$ cat config.mk
export PLATFORM = sky130hd
export DESIGN_NAME = mcp41010_slave_flat
export DESIGN_NICKNAME = d
export VERILOG_FILES = /design/src/rtl/mcp41010_pkg.sv /design/src/rtl/mcp41010_slave_if.sv /design/src/rtl/spi_sync_edge.sv /design/src/rtl/mcp41010_slave.sv /design/src/flat_wrapper.sv
export SDC_FILE = /design/constraint.sdc
export NUM_CORES = 1
export LEC_CHECK = 0
export BUFFER_PORTS_ARGS = -buffer_cell sky130_fd_sc_hd__buf_4
export CORE_AREA = 2 2 67 69
export DETAILED_ROUTE_END_ITERATION = 10
export DIE_AREA = 0 0 69 71
export GPL_TIMING_DRIVEN = 0
export HOLD_SLACK_MARGIN = 0.02
export PLACE_DENSITY = 0.75
export SYNTH_ARGS = -nofsm -noshare
export SYNTH_HDL_FRONTEND = slang
export SYNTH_SLANG_ARGS = --single-unit
$ cat constraint.sdc
create_clock -name clk -period 2.2 [get_ports clk]
set_input_delay 0.22 -clock clk [delete_from_list [all_inputs] [get_ports clk]]
set_output_delay 0.22 -clock clk [all_outputs]
set_load 0.005 [all_outputs]
$ cat src/rtl/mcp41010_pkg.sv
// mcp41010_pkg
// Shared constants and types for the MCP41010 SPI receive model:
// command-field codes, frame length and the frame FSM state encoding.
package mcp41010_pkg;

  localparam logic [1:0] C_NOP   = 2'b00;
  localparam logic [1:0] C_WRITE = 2'b01;
  localparam logic [1:0] C_SHDN  = 2'b10;

  localparam int FRAME_BITS = 16;

  typedef enum logic [1:0] {
    IDLE  = 2'd0,
    SHIFT = 2'd1,
    DONE  = 2'd2
  } frame_state_t;

endpackage

$ cat src/rtl/mcp41010_slave_if.sv
// mcp41010_slave_if
// Bundles the SPI pins and the decoded-state outputs of the MCP41010 model.
//   cs, sclk, mosi   : SPI pins (driven by the master side)
//   rx_word          : last complete 16-bit frame
//   frame_valid      : 1-cycle pulse, rx_word updated
//   frame_err        : 1-cycle pulse, frame discarded
//   wiper, wiper_upd : wiper code and its write pulse
//   shdn             : shutdown state
interface mcp41010_slave_if;
  logic        cs;
  logic        sclk;
  logic        mosi;
  logic [15:0] rx_word;
  logic        frame_valid;
  logic        frame_err;
  logic [7:0]  wiper;
  logic        wiper_upd;
  logic        shdn;

  modport master (
    output cs, sclk, mosi,
    input  rx_word, frame_valid, frame_err, wiper, wiper_upd, shdn
  );

  modport slave (
    input  cs, sclk, mosi,
    output rx_word, frame_valid, frame_err, wiper, wiper_upd, shdn
  );
endinterface

$ cat src/rtl/spi_sync_edge.sv
// spi_sync_edge
// STAGES-deep synchronizer followed by one delay flop for edge detection.
//   clk, rst : clock, synchronous active-low reset
//   d        : asynchronous input pin
//   level    : synchronized level
//   rise     : level went 0 -> 1 this cycle
//   fall     : level went 1 -> 0 this cycle
// RST_VAL sets the idle level the chain resets to (1 for chip select) so
// that leaving reset never fabricates an edge.
module spi_sync_edge #(
  parameter int   STAGES  = 2,
  parameter logic RST_VAL = 1'b0
) (
  input  logic clk,
  input  logic rst,
  input  logic d,
  output logic level,
  output logic rise,
  output logic fall
);

  logic prev;

  generate
    if (STAGES == 0) begin : g_bypass
      assign level = d;
    end else begin : g_sync
      logic [STAGES-1:0] chain;
      always_ff @(posedge clk) begin
        if (!rst) begin
          chain <= {STAGES{RST_VAL}};
        end else begin
          chain[0] <= d;
          for (int i = 1; i < STAGES; i++) chain[i] <= chain[i-1];
        end
      end
      assign level = chain[STAGES-1];
    end
  endgenerate

  always_ff @(posedge clk) begin
    if (!rst) prev <= RST_VAL;
    else      prev <= level;
  end

  assign rise = level & ~prev;
  assign fall = ~level & prev;

endmodule

$ cat src/rtl/mcp41010_slave.sv
// mcp41010_slave
// Receive-side model of the MCP41010 SPI port. Assembles 16-bit frames
// (mode 0,0, MSB first) and keeps wiper/shutdown state like the chip.
//   clk, rst : clock, synchronous active-low reset
//   bus      : slave modport (cs/sclk/mosi in; rx_word, frame_valid,
//              frame_err, wiper, wiper_upd, shdn out)
//
// state | meaning
// IDLE  | waiting for synchronized cs low
// SHIFT | shifting mosi on sclk rises until cs goes high
// DONE  | one cycle: accept (16 bits) or reject the frame, decode command
module mcp41010_slave
  import mcp41010_pkg::*;
#(
  parameter int         SYNC_STAGES = 2,
  parameter logic [7:0] WIPER_RST   = 8'h80
) (
  input  logic              clk,
  input  logic              rst,
  mcp41010_slave_if.slave   bus
);

  logic cs_s, cs_rise, cs_fall;
  logic sclk_s, sclk_rise, sclk_fall;
  logic mosi_s, mosi_rise, mosi_fall;

  spi_sync_edge #(.STAGES(SYNC_STAGES), .RST_VAL(1'b1)) u_cs (
    .clk(clk), .rst(rst), .d(bus.cs),
    .level(cs_s), .rise(cs_rise), .fall(cs_fall)
  );

  spi_sync_edge #(.STAGES(SYNC_STAGES), .RST_VAL(1'b0)) u_sclk (
    .clk(clk), .rst(rst), .d(bus.sclk),
    .level(sclk_s), .rise(sclk_rise), .fall(sclk_fall)
  );

  // mosi goes through the same depth so it stays aligned with sclk; only
  // its level is used.
  spi_sync_edge #(.STAGES(SYNC_STAGES), .RST_VAL(1'b0)) u_mosi (
    .clk(clk), .rst(rst), .d(bus.mosi),
    .level(mosi_s), .rise(mosi_rise), .fall(mosi_fall)
  );

  frame_state_t state, state_nxt;
  logic [4:0]   cnt, cnt_nxt;
  logic [15:0]  sr, sr_nxt;
  logic [15:0]  rx_word, rx_word_nxt;
  logic [7:0]   wiper, wiper_nxt;
  logic         shdn, shdn_nxt;
  logic         frame_valid, frame_valid_nxt;
  logic         frame_err, frame_err_nxt;
  logic         wiper_upd, wiper_upd_nxt;
  logic [7:0]   cmd;

  assign cmd = sr[15:8];

  always_ff @(posedge clk) begin
    if (!rst) begin
      state       <= IDLE;
      cnt         <= '0;
      sr          <= '0;
      rx_word     <= '0;
      wiper       <= WIPER_RST;
      shdn        <= 1'b0;
      frame_valid <= 1'b0;
      frame_err   <= 1'b0;
      wiper_upd   <= 1'b0;
    end else begin
      state       <= state_nxt;
      cnt         <= cnt_nxt;
      sr          <= sr_nxt;
      rx_word     <= rx_word_nxt;
      wiper       <= wiper_nxt;
      shdn        <= shdn_nxt;
      frame_valid <= frame_valid_nxt;
      frame_err   <= frame_err_nxt;
      wiper_upd   <= wiper_upd_nxt;
    end
  end

  always_comb begin
    state_nxt       = state;
    cnt_nxt         = cnt;
    sr_nxt          = sr;
    rx_word_nxt     = rx_word;
    wiper_nxt       = wiper;
    shdn_nxt        = shdn;
    frame_valid_nxt = 1'b0;
    frame_err_nxt   = 1'b0;
    wiper_upd_nxt   = 1'b0;

    case (state)
      IDLE: begin
        if (!cs_s) begin
          cnt_nxt   = '0;
          sr_nxt    = '0;
          state_nxt = SHIFT;
        end
      end

      SHIFT: begin
        // cs release wins over a coincident sclk rise.
        if (cs_s) begin
          state_nxt = DONE;
        end else if (sclk_rise) begin
          sr_nxt = {sr[14:0], mosi_s};
          // Saturate at FRAME_BITS+1 so any overlong frame stays invalid.
          if (cnt != 5'(FRAME_BITS + 1)) cnt_nxt = cnt + 5'd1;
        end
      end

      DONE: begin
        state_nxt = IDLE;
        if (cnt == 5'(FRAME_BITS)) begin
          rx_word_nxt     = sr;
          frame_valid_nxt = 1'b1;
          if (cmd[0]) begin
            if (cmd[5:4] == C_WRITE) begin
              wiper_nxt     = sr[7:0];
              shdn_nxt      = 1'b0;
              wiper_upd_nxt = 1'b1;
            end else if (cmd[5:4] == C_SHDN) begin
              shdn_nxt = 1'b1;
            end
          end
        end else begin
          frame_err_nxt = 1'b1;
        end
      end

      default: state_nxt = IDLE;
    endcase
  end

  assign bus.rx_word     = rx_word;
  assign bus.frame_valid = frame_valid;
  assign bus.frame_err   = frame_err;
  assign bus.wiper       = wiper;
  assign bus.wiper_upd   = wiper_upd;
  assign bus.shdn        = shdn;

endmodule

$ cat src/flat_wrapper.sv
// flat-port wrapper written by rule: the top's interface ports become plain ports
module mcp41010_slave_flat import mcp41010_pkg::*;
#(
  parameter int         SYNC_STAGES = 2,
  parameter logic [7:0] WIPER_RST   = 8'h80
)
  (clk, rst, bus_cs, bus_sclk, bus_mosi, bus_rx_word, bus_frame_valid, bus_frame_err, bus_wiper, bus_wiper_upd, bus_shdn);
  mcp41010_slave_if bus_i ();
  input  logic clk;
  input  logic rst;
  input wire logic [$bits(bus_i.cs)-1:0] bus_cs;
  input wire logic [$bits(bus_i.sclk)-1:0] bus_sclk;
  input wire logic [$bits(bus_i.mosi)-1:0] bus_mosi;
  output wire logic [$bits(bus_i.rx_word)-1:0] bus_rx_word;
  output wire logic [$bits(bus_i.frame_valid)-1:0] bus_frame_valid;
  output wire logic [$bits(bus_i.frame_err)-1:0] bus_frame_err;
  output wire logic [$bits(bus_i.wiper)-1:0] bus_wiper;
  output wire logic [$bits(bus_i.wiper_upd)-1:0] bus_wiper_upd;
  output wire logic [$bits(bus_i.shdn)-1:0] bus_shdn;
  assign bus_i.cs = bus_cs;
  assign bus_i.sclk = bus_sclk;
  assign bus_i.mosi = bus_mosi;
  assign bus_rx_word = bus_i.rx_word;
  assign bus_frame_valid = bus_i.frame_valid;
  assign bus_frame_err = bus_i.frame_err;
  assign bus_wiper = bus_i.wiper;
  assign bus_wiper_upd = bus_i.wiper_upd;
  assign bus_shdn = bus_i.shdn;
  mcp41010_slave #(.SYNC_STAGES(SYNC_STAGES), .WIPER_RST(WIPER_RST)) u_core (.clk(clk), .rst(rst), .bus(bus_i));
endmodule
# Word level (Yosys, flattened, before mapping)
# Index checks and enable logic that the tools add are counted.
# totals
output_inout_bits,28
wordCells,55
regBits,58
# classes
eq_ne,11
mux,17
bitwise_logic,2
addsub,1
n_reduce_logical,11
# op_table
operator,n
16-bit two-way mux,3
16-bit one-hot mux with 2 select lines,1
5-bit two-way mux,4
4-bit AND reduction,4
5-bit one-hot mux with 2 select lines,1
2-bit != test (second input constant),3
2-bit AND reduction,3
5-bit by 1-bit adder with 5-bit output (second input constant),1
5-bit == test (second input constant),1
1-bit two-way mux,5
5-bit != test (second input constant),1
5-bit AND reduction,1
2-bit by 1-bit == test with 1-bit output (second input constant),2
2-bit == test (second input constant),2
2-bit two-way mux,2
2-bit by 1-bit != test with 1-bit output (second input constant),2
2-bit one-hot mux with 2 select lines,1
2-bit nonzero test,2
2-bit zero test,1
1-bit bitwise AND,1
1-bit NOT,1

# Logic depth before layout (Yosys ltp)
# Gate-level depths: netlist of the first run.
# depth
word_depth,5
mapped_depth,8
ltp_nobuf,6

# Hierarchy
# Synthesis of the first run repeated with hierarchy kept, for this count alone.
# unflattened
hier_cells,264
area_unflattened_um2,2432.3
# modules_own_cells
mod,seq_area_each_um2,cells_each,area_each_um2,instances
mcp41010_slave,1021.0,240,2158.3,1
spi_sync_edge,60.1,8,91.3,3

# Worst setup path after synthesis of the first run
# OpenSTA, ideal clock, no wires.
# synth_path
path_type,register to register
startpoint,register u_core.cnt[0]
endpoint,"register u_core.wiper[7], in the netlist u_core.bus.wiper[7]"
n_path_buf,2
synth_period_minus_slack_ps,1561
stages_incl_launch_ff,9
setup_slack_ps,639
t_required_ps,2067
arrival_ps,1428
setup_time_ps,133
cell_sequence,dfxtp_1 > inv_1 > ha_1 > nand4bb_4 > or2_1 > buf_2 > buf_6 > o21ai_1 > nand3_1
# synth_via
elab_chain_cells,2
# synth_lines
element,line,text
start: declaration,mcp41010_slave.sv:45,"logic [4:0] cnt, cnt_nxt;"
start signal: assignment,mcp41010_slave.sv:70,cnt <= cnt_nxt;
5-bit == test,mcp41010_slave.sv:114,if (cnt == 5'(FRAME_BITS)) begin
4-bit AND reduction (no source line),-,
end signal: assignment,mcp41010_slave.sv:73,wiper <= wiper_nxt;
end: declaration,mcp41010_slave.sv:48,"logic [7:0] wiper, wiper_nxt;"
# No other way between the ends.
# A chain may end at the register's enable or synchronous reset.

# Worst setup path in the final report of the first run
# layout_path
startpoint,register u_core.cnt[0]
endpoint,"register u_core.wiper[2], in the netlist u_core.bus.wiper[2]"
# Same word-level chain as after synthesis.

==> results of run 1 <==
## layer usage
metal	routed length, microns	global-route usage	vias up	part of all wire
met5	0	0	-	0
met4	106	0.124	0	0.024
met3	199	0.0456	10	0.046
met2	1970	0.299	42	0.45
met1	2070	0.247	787	0.48
li1	-	-	849	-
## cell type report
type                       count  area (sq um)  area share
clock inverter                 3          40.0      0.0149
clock buffer                  12           145      0.0539
sequential                    58          1160       0.431
buffer                        13          98.8      0.0367
timing repair buffer          32           240      0.0893
inverter                       3          11.3     0.00418
tap                           52          65.1      0.0242
multi-input combinational    144           930       0.345
## state kept, by name, summed over array words and instances, names as in the netlist
register / cells
u_core.bus.rx_word: 16
u_core.sr: 16
u_core.bus.wiper: 8
u_core.cnt: 5
u_core.state: 2
u_core.u_cs.g_sync.chain: 2
u_core.u_mosi.g_sync.chain: 2
u_core.u_sclk.g_sync.chain: 2
u_core.bus.frame_err: 1
u_core.bus.frame_valid: 1
u_core.bus.shdn: 1
u_core.bus.wiper_upd: 1
u_core.u_sclk.prev: 1
## worst paths after layout
kind / startpoint / slack [ps] / end / cells after the start
max reg2reg: u_core.cnt[0]$_SDFFE_PN0P_ / 380 / u_core.bus.wiper[2]$_SDFFE_PN0P_ / 6
min: bus_cs / 70 / u_core.u_cs.g_sync.chain[0]$_SDFF_PN1_ / 2
min reg2reg: u_core.u_cs.g_sync.chain[0]$_SDFF_PN1_ / 410 / u_core.u_cs.g_sync.chain[1]$_SDFF_PN1_ / 1
max: u_core.cnt[0]$_SDFFE_PN0P_ / 380 / u_core.bus.wiper[2]$_SDFFE_PN0P_ / 6
## synthesized netlist by cell type, drive strengths merged, types with 4 or more instances
cell    number  area share
o21ai        8       0.018
nand3       11       0.025
nand4        4       0.011
ha           4       0.023
a21boi      20       0.068
clkbuf       5      0.0085
and2         6       0.019
and3         4       0.011
dfxtp       58        0.53
a22o        15       0.060
buf          8       0.036
nand2b       5       0.018
nor2         5      0.0097
nand2       41       0.070
## logic make-up (layout without fill, tap and decap cells)
family / after synthesis / count (layout) / share of synthesized area
AOI/OAI and AO/OA: 52 / 52 / 0.186
adders and majority gates: 4 / 4 / 0.0227
buffers and inverters: 16 / 63 / 0.0500
DFF: 58 / 58 / 0.528
and+or+nand+nor: 88 / 88 / 0.213
## power by group through the flow
stage / clock network, mW / logic, mW / registers (mW)
floorplan: 0 / 0.0380 / 1.08
global placement: 0 / 0.0541 / 1.08
detailed placement: 0 / 0.0553 / 1.08
CTS: 0.949 / 0.0553 / 1.06
global route: 0.998 / 0.0594 / 1.06
finish: 0.935 / 0.0548 / 1.06
==> impl_metrics.csv, run 1 <==
group,metric,value,unit
power,power_frac_seq,0.517,
cts,ctsResizeCount,0,
logic_synthesis,synth-seq-area-share,0.528,
cts,cts_num_sinks,58,
placement,place_inst,302,
logic_synthesis,yosys_warnings,0,
logic_synthesis,syn_avg_cell_area,10.1,sq um
placement,gp_congestion,0.772,
logic_synthesis,synth_edf_count,0,
routing,first_iter_violations,70,
sta,holdWs,70.0,ps
routing,drt_first_pass_iters,4,
sta,setup_viol,0,
critical_path,cpLargestDelayFamily,"simple AND/OR/NAND/NOR gates",
power,leakagePower,1.05,nW
final_layout,areaGrowthSynthToFinish,22.3,%
power,power_switching,0.424,mW
critical_path,worstPathRequired,2420,ps
grt,grt_pass1_vias,1598,
routing,drt-total-wl,4350,microns
outcome,outcome,"complete, no violations",
routing,postRouteAntennaNets,0,
die,die_area,0.00490,sq mm
logic_synthesis,synth-seq-cells,58,
logic_synthesis,synthCells,218,
critical_path,critPathSlowestCell,"nor2_2",
routing,drc,0,
job,drv_cap,0,
sta,slew_viol_final,0,
critical_path,crit_path_max_incr_delay,360,ps
power,p_per_area,762,mW/mm^2
die,die_w,69,microns
final_layout,stdcell_area,0.00269,sq mm
placement,hpwlAfterDp,3000,microns
placement,numPortBuffers,32,
routing,vias_per_cell,5.32,
sta,min_period,1820,ps
sta,tightestPinTransition,549,ps
final_layout,final_cell_mix,"dfxtp_1, nand2_1, buf_4, a22o_1, nand3_1",
critical_path,worstPathArrival,2040,ps
die,io_pins,33,
power,clockPowerShare,0.456,
sta,period_share,0.826,
die,initial_core_util,0.524,
final_layout,fillers,364,
logic_synthesis,syn_area,0.00220,sq mm
final_layout,nets,270,
routing,wl_per_cell,13.7,microns
die,core_area,0.00420,sq mm
logic_synthesis,async_flop_share,0,
grt,antenna_found_initial,0,
cts,clk_latency,330,ps
final_layout,post-route-util,0.640,
final_layout,fin_cells,317,
critical_path,endpoint_kind,"flop",
critical_path,worstSetupPathType,"reg -> reg",
cts,cts_buffer_depth,2,
grt,grt_pass1_wl,7390,microns
die,core.rowCount,24,
cts,path_clk_slew,60,ps
cts,cts_max_level,3,
critical_path,cp_max_fo,9,
cts,cts_buffers,9,
power,power.total,2.05,mW
critical_path,cp.buffers_inverters,1,
cts,cts-root-buf,"clkbuf_8",
sta,rsz0062_at_grt,"no",
grt,grt_usage,0.194,
sta,fmax,550,MHz
cts,cts.hold.buffers_added,0,
logic_synthesis,synth_flop_cell,"dfxtp_1",
sta,finalClockSkew,10.2,ps
hold_path,hold_class,"in -> reg",
logic_synthesis,synth_fp_nets,227,
power,switching_share,0.207,
placement,place_area,0.00251,sq mm
cts,tritoncts,"built",
grt,grt_max_degree,11,
critical_path,crit_chain,"inv_1, ha_1, nand4bb_4, nor2_2, nand3_1, a32o_1",
power,p_int,1.63,mW
cts,post-cts-setup-buffer-count,0,
sta,hold_viol,0,
power,irDropWorstVdd,0.000416,V
routing,vias,1688,
final_layout,diodes,0,
sta,slew_headroom,0.631,
critical_path,worst_setup_path_start_kind,"flop",
power,p_comb_frac,0.027,
final_layout,final_common_cell,"dfxtp_1",
sta,setup_slack,383,ps
sta,fin_tns_setup,0,ps
final_layout,drive_gt1_frac,0.230,
placement,place_ws,390,ps
die,die_h,71,microns
grt,grt-ovfl-total,0,
logic_synthesis,synth.distinct_cells,38,
No activity file was read; power rests on OpenSTA's default activity.
==> run 2, diff against run 1 <==
Settings changed: ABC_AREA set to 1, CORE_AREA 2 2 67 69 to 2 2 71 73, DIE_AREA 0 0 69 71 to 0 0 73 75, PLACE_DENSITY 0.75 to 0.73.
Clock period 2.2 ns to 1.65 ns, I/O delays scaled along.
==> run 2 against run 1 <==
Cell count is 21% higher. Critical endpoint is now u_core.bus.rx_word[6]$_SDFFE_PN0P_. Largest power group is now the clock network. Sequential share of layout area shrank 3.1 points. Area after synthesis rose by 4.6%. Clock skew decreased by 1.4 ps.
==> impl_metrics.csv, run 2 <==
group,metric,value,unit
logic_synthesis,synth.most_common_cell,"dfxtp_1",
sta,setup_viol,0,
final_layout,multiInputGateArea,948,sq um
logic_synthesis,synth-seq-area-share,0.504,
routing,drc,0,
logic_synthesis,synth_fp_nets,289,
sta,fmax,679,MHz
cts,cts-root-buf,"clkbuf_8",
logic_synthesis,synth_flop_cell,"dfxtp_1",
critical_path,cp.buffers_inverters,4,
cts,cts_max_level,3,
logic_synthesis,async_flop_share,0,
logic_synthesis,netlist_top_cells_count,"dfxtp_1, nand2_1, nand3_1, nor2_1, inv_1",
cts,cts_buffer_depth,2,
logic_synthesis,synth_edf_count,0,
die,die_w,73,microns
cts,post-cts-setup-buffer-count,0,
grt,grt_pass1_wl,7770,microns
cts,tritoncts,"built",
die,die_h,75,microns
sta,period_share,0.893,
sta,setup_slack,177,ps
final_layout,fillers,423,
routing,postRouteAntennaNets,0,
sta,slew_headroom,0.664,
grt,antenna_found_initial,0,
routing,drt-total-wl,4670,microns
power,p_per_area,1120,mW/mm^2
sta,finalClockSkew,8.78,ps
outcome,outcome,"complete, no violations",
final_layout,final_common_cell,"dfxtp_1",
logic_synthesis,syn_avg_cell_area,8.22,sq um
logic_synthesis,yosys_warnings,0,
critical_path,worstSetupPathType,"reg -> reg",
critical_path,cp_max_fo,10,
placement,place_ws,116,ps
routing,drt_first_pass_iters,4,
sta,tightestPinTransition,504,ps
die,core.rowCount,25,
cts,cts_num_sinks,58,
sta,fin_tns_setup,0,ps
cts,cts_buffers,9,
grt,grt_pass1_vias,1638,
sta,hold_viol,0,
die,initial_core_util,0.494,
placement,hpwlAfterDp,3280,microns
placement,gp_congestion,0.841,
critical_path,crit_path_max_incr_delay,390,ps
die,core_area,0.00466,sq mm
final_layout,final-seq-area,0.00116,sq mm
critical_path,endpoint_kind,"flop",
routing,first_iter_violations,118,
job,drv_cap,0,
final_layout,reg_top3,"u_core.bus.rx_word x16, u_core.sr x16, u_core.bus.wiper x8",
logic_synthesis,syn_area,0.00230,sq mm
placement,numPortBuffers,31,
power,leakagePower,1.28,nW
logic_synthesis,synth_largest_area_cell,"dfxtp_1",
cts,path_clk_slew,70,ps
die,die_area,0.00548,sq mm
final_layout,final_cell_mix,"dfxtp_1, nand2_1, buf_4, nand3_1, nor2_1",
routing,wl_per_cell,12.2,microns
final_layout,drive_gt1_frac,0.270,
logic_synthesis,synth.distinct_cells,30,
power,irDropWorstVdd,0.000486,V
critical_path,critPathSlowestCell,"dfxtp_1",
routing,vias,1905,
cts,clk_latency,330,ps
die,io_pins,33,
critical_path,crit_chain,"inv_1, ha_1, nand2_1, clkinv_1, nand2_4, nor2_8, inv_4, buf_6, nand2_1, a21oi_2",
critical_path,worst_setup_path_start_kind,"flop",
critical_path,worstPathRequired,1920,ps
final_layout,areaGrowthSynthToFinish,26.0,%
grt,grt-ovfl-total,0,
final_layout,nets,334,
sta,min_period,1470,ps
logic_synthesis,synth-seq-cells,58,
critical_path,worstPathArrival,1740,ps
critical_path,cpLargestDelayFamily,"buffers and inverters",
logic_synthesis,synth.area.top_cells,"dfxtp_1, nand2_1, nand3_1",
grt,grt_usage,0.189,
logic_synthesis,synthCells,280,
routing,vias_per_cell,4.96,
grt,grt_max_degree,11,
critical_path,crit_top_cell,"nand2_1",
final_layout,diodes,0,
hold_path,hold_class,"in -> reg",
logic_synthesis,yosys.area.top_type_share,0.504,
sta,rsz0062_at_grt,"no",
sta,slew_viol_final,0,
[run 2: logic make-up after synthesis]
family / synth area share
adder cells (fa/ha/maj): 0.0217
buffers and inverters: 0.0837
AO/OA/AOI/OAI: 0.117
AND/OR/NAND/NOR: 0.269
XOR/XNOR: 0.00381
flip-flops: 0.504
[run 2: worst paths after layout]
kind / from / endpoint / slack [ps] / depth (start not counted)
worst max register to register: u_core.cnt[1]$_SDFFE_PN0P_ / u_core.bus.rx_word[6]$_SDFFE_PN0P_ / 180 / 10
worst min-delay path: rst / u_core.bus.frame_err$_SDFF_PN0_ / 200 / 3
worst max-delay path: u_core.cnt[1]$_SDFFE_PN0P_ / u_core.bus.rx_word[6]$_SDFFE_PN0P_ / 180 / 10
worst min register to register: u_core.u_cs.g_sync.chain[0]$_SDFF_PN1_ / u_core.u_cs.g_sync.chain[1]$_SDFF_PN1_ / 410 / 1
[run 2: power breakdown]
| group | internal (mW) | switching [mW] | leakage [nW] |
|---|---|---|---|
| registers | 1.41 | 0.00506 | 0.469 |
| clock network | 1.20 | 0.556 | 0.134 |
| logic | 0.0277 | 0.0575 | 0.673 |
| total | 2.63 | 0.618 | 1.28 |
[run 2: area by class of cell]
cell class                 count  share of cell area
clock buffer                  11              0.0487
buffer                        11              0.0276
timing repair buffer          34              0.0906
sequential                    58               0.401
clock inverter                 5              0.0431
tap                           54              0.0233
inverter                      29              0.0388
multi-input combinational    182               0.327
[run 2: timing repair]
item / CTS / global route
endpoints found under the setup margin: 0 / 7
hold buffers: 3 / 0
gates resized for setup: 0 / 1
hold endpoints to repair: 3 / 0
[run 2: per-stage QoR]
stage               total power [mW]  hold WS, ps  instance area, sq um  cells   util
global route                    3.34          228                  2900    384  0.622
finish                          3.25          200                  2900    384  0.622
global placement                1.53          345                  2600    365  0.558
CTS                             3.27          188                  2900    384  0.622
floorplan                       1.50          263                  2300    280      -
detailed placement              1.53          353                  2600    365  0.558
[run 2: tightest hold or removal path, cell delays in order]
cell     delay [ps]
buf_2           150
nand3_1         110
nor2_1           60
[run 2: routing by layer]
metal,track usage,share of wire
met3,0.0428,0.033
met4,0.111,0.015
met2,0.273,0.45
met1,0.260,0.50
met5,0,0
